`src/rtl/sha_round_seq_if.sv`:
```
// Block-level handshakes of the SHA-2 round sequencer.
// The start handshake carries the block attributes, and the done handshake closes each block.
interface sha_round_seq_if;
    logic start_valid;
    logic start_ready;
    logic start_mode;
    logic start_first;
    logic done_valid;
    logic done_ready;

    modport master (
        output start_valid, start_mode, start_first, done_ready,
        input  start_ready, done_valid
    );

    modport slave (
        input  start_valid, start_mode, start_first, done_ready,
        output start_ready, done_valid
    );
endinterface

```
`src/rtl/sha_round_seq.sv`:
```
// Round sequencer for the SHA-2 compression core (SHA-256: 64 rounds, SHA-512: 80 rounds).
// Drives the external round counter and cross-checks it against an internal shadow count.
//
// state  | meaning
// IDLE   | waiting for a block, counter held in init
// LOAD   | load working variables from IV or H, counter held in init
// ROUND  | rounds 0..Lm1, counter running
// FINAL  | last round (63 / 79)
// UPDATE | H += working variables
// DONE   | done_valid held until done_ready
module sha_round_seq (
    input  logic                  clk,
    input  logic                  rst,
    sha_round_seq_if.slave        hs,
    input  logic                  abort,
    output logic                  ctr_init,
    output logic                  ctr_mode,
    input  logic [6:0]            ctr_round,
    input  logic                  ctr_round_last,
    output logic                  core_load,
    output logic                  iv_sel,
    output logic                  core_en,
    output logic [6:0]            round_idx,
    output logic                  core_update,
    output logic                  busy,
    output logic                  err
);

    localparam logic [2:0] S_IDLE   = 3'd0;
    localparam logic [2:0] S_LOAD   = 3'd1;
    localparam logic [2:0] S_ROUND  = 3'd2;
    localparam logic [2:0] S_FINAL  = 3'd3;
    localparam logic [2:0] S_UPDATE = 3'd4;
    localparam logic [2:0] S_DONE   = 3'd5;

    logic [2:0] state;
    logic [2:0] state_nxt;
    logic       mode_q;
    logic       first_q;
    logic [6:0] shadow;
    logic [6:0] lm1;
    logic       at_last;
    logic       mismatch;
    logic       accept;

    assign lm1      = mode_q ? 7'd78 : 7'd62;
    assign at_last  = (shadow == lm1);
    assign accept   = (state == S_IDLE) && hs.start_valid;

    // In FINAL the shadow has moved past Lm1, so a healthy counter shows round_last=0 there.
    assign mismatch = (ctr_round != shadow)
                    || (ctr_round_last && !at_last)
                    || (at_last && !ctr_round_last);

    always_comb begin
        state_nxt = state;
        case (state)
            S_IDLE:   if (hs.start_valid) state_nxt = S_LOAD;
            S_LOAD:   state_nxt = S_ROUND;
            S_ROUND:  if (ctr_round_last || at_last) state_nxt = S_FINAL;
            S_FINAL:  state_nxt = S_UPDATE;
            S_UPDATE: state_nxt = S_DONE;
            S_DONE:   if (hs.done_ready) state_nxt = S_IDLE;
            default:  state_nxt = S_IDLE;
        endcase
        if (abort && (state != S_IDLE)) state_nxt = S_IDLE;
    end

    always_ff @(posedge clk) begin
        if (rst) begin
            state   <= S_IDLE;
            err     <= 1'b0;
            mode_q  <= 1'b0;
            first_q <= 1'b0;
            shadow  <= 7'd0;
        end else begin
            state <= state_nxt;
            if (accept) begin
                mode_q  <= hs.start_mode;
                first_q <= hs.start_first;
                err     <= 1'b0;
            end
            // The shadow bounds ROUND on its own, so a silent counter cannot stretch the block.
            if (state == S_LOAD)
                shadow <= 7'd0;
            else if (state == S_ROUND)
                shadow <= shadow + 7'd1;
            if (((state == S_ROUND) || (state == S_FINAL)) && mismatch)
                err <= 1'b1;
        end
    end

    assign hs.start_ready = (state == S_IDLE);
    assign hs.done_valid  = (state == S_DONE);
    assign ctr_init       = (state == S_IDLE) || (state == S_LOAD);
    assign ctr_mode       = mode_q;
    assign core_load      = (state == S_LOAD);
    assign iv_sel         = (state == S_LOAD) && first_q;
    assign core_en        = (state == S_ROUND) || (state == S_FINAL);
    assign round_idx      = ctr_round;
    assign core_update    = (state == S_UPDATE);
    assign busy           = (state != S_IDLE);

endmodule

```
`src/flat_wrapper.sv`:
```
// flat-port wrapper written by rule: the top's interface ports become plain ports
module sha_round_seq_flat 
  (clk, rst, abort, ctr_init, ctr_mode, ctr_round, ctr_round_last, core_load, iv_sel, core_en, round_idx, core_update, busy, err, hs_start_valid, hs_start_mode, hs_start_first, hs_done_ready, hs_start_ready, hs_done_valid);
  sha_round_seq_if hs_i ();
  input  logic clk;
  input  logic rst;
  input  logic abort;
  output logic ctr_init;
  output logic ctr_mode;
  input  logic [6:0] ctr_round;
  input  logic ctr_round_last;
  output logic core_load;
  output logic iv_sel;
  output logic core_en;
  output logic [6:0] round_idx;
  output logic core_update;
  output logic busy;
  output logic err;
  input wire logic [$bits(hs_i.start_valid)-1:0] hs_start_valid;
  input wire logic [$bits(hs_i.start_mode)-1:0] hs_start_mode;
  input wire logic [$bits(hs_i.start_first)-1:0] hs_start_first;
  input wire logic [$bits(hs_i.done_ready)-1:0] hs_done_ready;
  output wire logic [$bits(hs_i.start_ready)-1:0] hs_start_ready;
  output wire logic [$bits(hs_i.done_valid)-1:0] hs_done_valid;
  assign hs_i.start_valid = hs_start_valid;
  assign hs_i.start_mode = hs_start_mode;
  assign hs_i.start_first = hs_start_first;
  assign hs_i.done_ready = hs_done_ready;
  assign hs_start_ready = hs_i.start_ready;
  assign hs_done_valid = hs_i.done_valid;
  sha_round_seq u_core (.clk(clk), .rst(rst), .hs(hs_i), .abort(abort), .ctr_init(ctr_init), .ctr_mode(ctr_mode), .ctr_round(ctr_round), .ctr_round_last(ctr_round_last), .core_load(core_load), .iv_sel(iv_sel), .core_en(core_en), .round_idx(round_idx), .core_update(core_update), .busy(busy), .err(err));
endmodule
```
`config.mk`:
```
export PLATFORM = sky130hd
export DESIGN_NAME = sha_round_seq_flat
export DESIGN_NICKNAME = d
export VERILOG_FILES = /design/src/rtl/sha_round_seq_if.sv /design/src/rtl/sha_round_seq.sv /design/src/flat_wrapper.sv
export SDC_FILE = /design/constraint.sdc
export NUM_CORES = 1
export LEC_CHECK = 0
export ABC_AREA = 0
export ABC_CLOCK_PERIOD_IN_PS = 2600
export CAP_MARGIN = 20
export CORE_MARGIN = 8
export CORE_UTILIZATION = 47
export CTS_CLUSTER_SIZE = 25
export DETAILED_ROUTE_END_ITERATION = 16
export GPL_TIMING_DRIVEN = 0
export PLACE_DENSITY = 0.84
export SYNTH_ARGS = -nofsm -noshare
export SYNTH_HDL_FRONTEND = slang
export SYNTH_SLANG_ARGS = --single-unit
```
`constraint.sdc`:
```
create_clock -name clk -period 2.6 [get_ports clk]
set_clock_uncertainty 0.15 [all_clocks]
set_input_delay 0.52 -clock clk [delete_from_list [all_inputs] [get_ports clk]]
set_output_delay 0.52 -clock clk [all_outputs]
set_load 0.01 [all_outputs]
```
==> out/metrics.yaml, run 1 <==
hp-class: "reg -> reg"
vias_per_cell: 5.13
clk_pin_slew_ps: 80
io_pins: 32
clock-sinks: 13
grt_max_degree: 11
postCtsResizedCells: 0
rsz0062_at_grt: "false"
holdBufCountCts: 0
final_nets: 149
r2r-end: "u_core.shadow[5]"
final_cells: 156
period_share_pct: 96.3
synthTopCellsByArea: "dfxtp_1 30%, xnor2_1 9.1%, buf_4 6.9%"
n_antenna_cell: 0
syn-num-nets: 114
critPathLaunchType: "flop"
grt_antenna_before_repair: 0
clock_latency_ps: 280
yosysSeqAreaShare_pct: 29.9
place_area_um2: 1200
fin_crit_ps: 2500
power.density_nw_per_um2: 415
path_delay_family: "buffers and inverters"
synth_top_area_share_pct: 29.9
drt_first_pass_iters: 4
synth_area_leader_cell: "dfxtp_1"
drive_above_1_share_pct: 14.5
whs_path_depth: 2
crit_arrival_ps: 1830
dpl.hpwl_mm: 1.84
die_area_um2: 3480
status: "complete, no violations"
holdCritStartpoint: "u_core.first_q"
hold-path-endpoint: "u_core.first_q"
final_cell_area_um2: 1230
initial_core_util_pct: 50.4
clk_path_buf_depth: 2
wl_mm: 2.23
grt.total_usage_pct: 13.4
synth_ff_type: "dfxtp_1"
critPathSlowestCell: "clkdlybuf4s50_1"
path_buf_inv: 3
syn_area_um2: 870
ys_seq_elements: 13
r2r_cells: 5
fp.dieH_um: 59.0
worstMarginPinSlew_ps: 494
routedWlPerCell_um: 14.3
slew_violations: 0
core_um2: 1730
cts_tree: "built"
peakVddDrop_mv: 0.350
finalSetupViolCount: 0
die_w_um: 59.0
vias: 801
max_stage_delay_ps: 530
ys_top_cells_by_count: "13 x dfxtp_1, 12 x nor2_1, 9 x xnor2_1, 8 x buf_4, 6 x xor2_1"
power.total_w: 0.000510
htreeDepth: 1
synth_cell_types: 36
cts-root-buf: "clkbuf_4"
setup_tns_ps: 0
path_cells: "buf_2 > or3_1 > inv_1 > clkdlybuf4s50_1"
fmax_mhz: 399
drt_iter0_drc: 9
grt_pass1_vias: 766
gp_congestion: 0.810
route.detailed.drc: 0
cp.depth: 4
worst_setup_path_end_kind: "output port"
slew_headroom_pct: 67.0
grt_first_pass_wirelength_mm: 3.59
netlist_instances: 97
required_ps: 1930
yosysMostFrequentCell: "dfxtp_1"
maxCapViolCount: 0
r2r_start: "u_core.state[2]"
cts-buffers-inserted: 3
antenna_violating_nets_post_route: 0
synthArstFlopShare_pct: 0
rows: 15
criticalPathCategory: "reg -> out"
place_inst: 152
hold_viol_final: 0
overflow: 0
layout-area-overhead-vs-synth_pct: 41.3
synth_edf_count: 0
cellLeakagePower_nw: 0.477
yosys_warnings: 0
numPortBuffers: 30
r2r_slack_ps: 1030
syn_avg_cell_area_um2: 8.96
crit_path_max_fanout: 10
cts_setup_buffers: 0
metal layers:
layer	global-route usage, %	up-vias	wire length (um)
li1	-	397	-
met1	14.1	379	877
met2	25.2	23	1230
met3	3.04	2	111
met5	0	-	0
met4	4.10	0	19
where the power goes:
group	switching [W]	internal [W]	leakage, nW
combinational	0.0000694	0.0000938	0.357
clock	0.0000666	0.0000595	0.0150
sequential	0.0000120	0.000209	0.106
cell usage in the layout (no fill, tap or decap), types with 3 or more instances in the layout:
master | Yosys | final
a21oi_1 | 3 | 3
and3_1 | 3 | 3
buf_4 | 8 | 8
clkbuf_1 | 2 | 3
clkbuf_4 | 0 | 3
clkdlybuf4s50_1 | 0 | 30
dfxtp_1 | 13 | 12
inv_1 | 3 | 3
nand2_1 | 3 | 3
nor2_1 | 12 | 12
nor3_1 | 3 | 3
xnor2_1 | 9 | 9
xor2_1 | 6 | 6
kinds of logic after synthesis:
group | Yosys count | share of synthesized area, %
compound gates | 9 | 9.06
xor+xnor | 15 | 15.1
fa+ha+maj | 3 | 4.03
buf+inv | 15 | 10.2
flops | 13 | 29.9
mux | 2 | 2.30
simple gates | 40 | 29.4
stage by stage:
| step | setup WS (ps) | utilization (%) | hold WS, ps |
|---|---|---|---|
| 4_1_cts | 67.0 | 71.1 | 353 |
| 2_1_floorplan | 879 | - | 302 |
| 5_1_grt | 28.7 | 71.2 | 393 |
| 6_report | 95.2 | 71.2 | 342 |
| 3_3_place_gp | 278 | 69.6 | 323 |
| 3_5_place_dp | 255 | 69.6 | 334 |
how the worst max path moves through the flow:
stage | slack, ps | from | to
detailed placement | 250 | ctr_round[0] | round_idx[0]
CTS | 70 | u_core.state[0] | hs_start_ready
global route | 30 | u_core.state[2] | hs_start_ready
global placement | 280 | ctr_round[3] | round_idx[3]
finish | 100 | u_core.state[2] | hs_start_ready
floorplan | 880 | u_core.state[0] | hs_start_ready
worst min-delay path, delay by kind of cell, from the launching register on:
family	cells	cell delay (ps)
AND/OR/NAND/NOR	1	70
multiplexers	1	60
flip-flops	1	330
cell type report:
cell class              count  area (um^2)
plain buffers              12         77.6
clock buffers               4         26.3
fillers                   147          498
inverters                   3         11.3
multi-input cells          69          520
flip-flops and latches     13          262
well taps                  25         31.3
repair buffers             30          300
flip-flops by register name, summed over array words and instances (netlist names):
| signal | flops |
|---|---|
| u_core.shadow | 7 |
| u_core.first_q | 1 |
| u_core.ctr_mode | 1 |
| u_core.state | 3 |
| u_core.err | 1 |
Power figures use the tool's default switching activity.
==> run 2, diff against run 1 <==
- ABC_CLOCK_PERIOD_IN_PS: 2600 -> 3200
- clock period: 2.6 -> 3.2 ns (I/O delays scaled with it)
==> out/metrics.yaml, run 2 (synthesis results as in run 1) <==
status: "complete, no violations"
n_antenna_cell: 0  # unchanged
hold_viol_final: 0  # unchanged
routedWlPerCell_um: 14.2  # -1.0%
fin_crit_ps: 2660
grt_max_degree: 11  # unchanged
grt.total_usage_pct: 13.4  # unchanged
clock_latency_ps: 270  # about the same
max_stage_delay_ps: 530  # about the same
gp_congestion: 0.810  # unchanged
peakVddDrop_mv: 0.282  # -19%
rsz0062_at_grt: "false"
multi_input_area_um2: 520  # unchanged
top_regs: "u_core.shadow x7, u_core.state x3"
rows: 15  # unchanged
fmax_mhz: 376
finalSetupViolCount: 0  # unchanged
place_ws_ps: 615  # +360 ps
wl_mm: 2.21  # -1.0%
numPortBuffers: 30  # unchanged
seq_area_um2: 260  # -0.48%
clock-sinks: 13  # unchanged
core_um2: 1730  # unchanged
cts_setup_buffers: 0  # unchanged
vias_per_cell: 5.13  # -0.12%
grt_first_pass_wirelength_mm: 3.59  # unchanged
required_ps: 2410  # +480 ps
crit_arrival_ps: 1870  # +40 ps
critPathSlowestCell: "clkdlybuf4s50_1"
final_cell_mix: "30 x clkdlybuf4s50_1, 13 x dfxtp_1, 12 x nor2_1"
cts_tree: "built"
layout-area-overhead-vs-synth_pct: 41.2
worst_setup_path_end_kind: "output port"
maxUsedRoutingLayer: "met4"
power.total_w: 0.000413  # -19%
power.density_nw_per_um2: 336  # -19%
slew_headroom_pct: 66.6  # -0.40 points
overflow: 0  # unchanged
slew_violations: 0  # unchanged
grt_antenna_before_repair: 0  # unchanged
holdBufCountCts: 0  # unchanged
dr_wl_met3_um: 93  # -16%
antenna_violating_nets_post_route: 0  # unchanged
cellLeakagePower_nw: 0.477  # about the same
clk_pin_slew_ps: 80  # about the same
final_nets: 149  # unchanged
worstMarginPinSlew_ps: 500  # +6.01 ps
criticalPathCategory: "reg -> out"
path_cells: "buf_2 > or3_1 > inv_1 > clkdlybuf4s50_1"
fp.dieH_um: 59.0  # unchanged
htreeDepth: 1  # unchanged
utilization_pct: 71.1  # -0.072 points
wl_met1_um: 874  # -0.34%
hp-class: "reg -> reg"
postCtsResizedCells: 0  # unchanged
cts-root-buf: "clkbuf_4"
largest_reg_flops: 7  # unchanged
grt_pass1_vias: 766  # unchanged
die_area_um2: 3480  # unchanged
timing.final.ws_setup_ps: 538  # +443 ps
cts-buffers-inserted: 3  # unchanged
route.met2.wl_mm: 1.22  # -0.16%
route.detailed.drc: 0  # unchanged
crit_path_max_fanout: 10  # unchanged
io_pins: 32  # unchanged
die_w_um: 59.0  # unchanged
maxCapViolCount: 0  # unchanged
setup_tns_ps: 0  # unchanged
fill_cells: 148  # +0.68%
drt_first_pass_iters: 4  # unchanged
period_share_pct: 83.2
vias: 800  # -0.12%
timing.hold.ws_ps: 341  # -0.183 ps
clk_path_buf_depth: 2  # unchanged
drt_iter0_drc: 8  # -1
initial_core_util_pct: 50.4  # unchanged
drive_above_1_share_pct: 13.7  # -0.76 points
critPathLaunchType: "flop"
regMostFlops: "u_core.shadow"
final_common_cell: "clkdlybuf4s50_1"
dpl.hpwl_mm: 1.84  # unchanged
run 2: routing by layer:
layer  vias up  track usage (%)
met3         2             3.04
met1       381             14.1
met2        18             25.2
li1        399                -
met4         0             4.10
met5         -                0
run 2: power breakdown:
| group | total (W) | switching (W) | internal [W] | leakage (nW) |
|---|---|---|---|---|
| sequential | 0.000179 | 0.00000983 | 0.000169 | 0.106 |
| clock | 0.000102 | 0.0000533 | 0.0000483 | 0.0150 |
| combinational | 0.000132 | 0.0000562 | 0.0000761 | 0.357 |
| total | 0.000413 | 0.000119 | 0.000294 | 0.477 |
run 2: worst paths after layout:
check	start	endpoint	slack [ps]	cells past startpoint
max	u_core.state[0]	hs_start_ready	540	4
min	u_core.first_q	u_core.first_q	340	2
min reg2reg	u_core.first_q	u_core.first_q	340	2
max reg2reg	u_core.state[2]	u_core.shadow[5]	1630	5
run 2: area by class of cell:
type / instances / area share, %
inverters: 3 / 0.917
flip-flops and latches: 13 / 21.2
clock buffers: 4 / 2.14
plain buffers: 12 / 6.32
well taps: 25 / 2.55
repair buffers: 30 / 24.5
multi-input cells: 69 / 42.4
run 2: metrics by stage:
stage	std cells	cell area (um^2)
2_1_floorplan	97	870
3_3_place_gp	152	1200
3_5_place_dp	152	1200
4_1_cts	156	1230
5_1_grt	156	1230
6_report	156	1230
run 2: worst max-delay path: cells and delay by family (launching register included):
kind	cells	cell delay (ps)
DFF	1	400
and+or+nand+nor	1	380
buffers and inverters	3	810
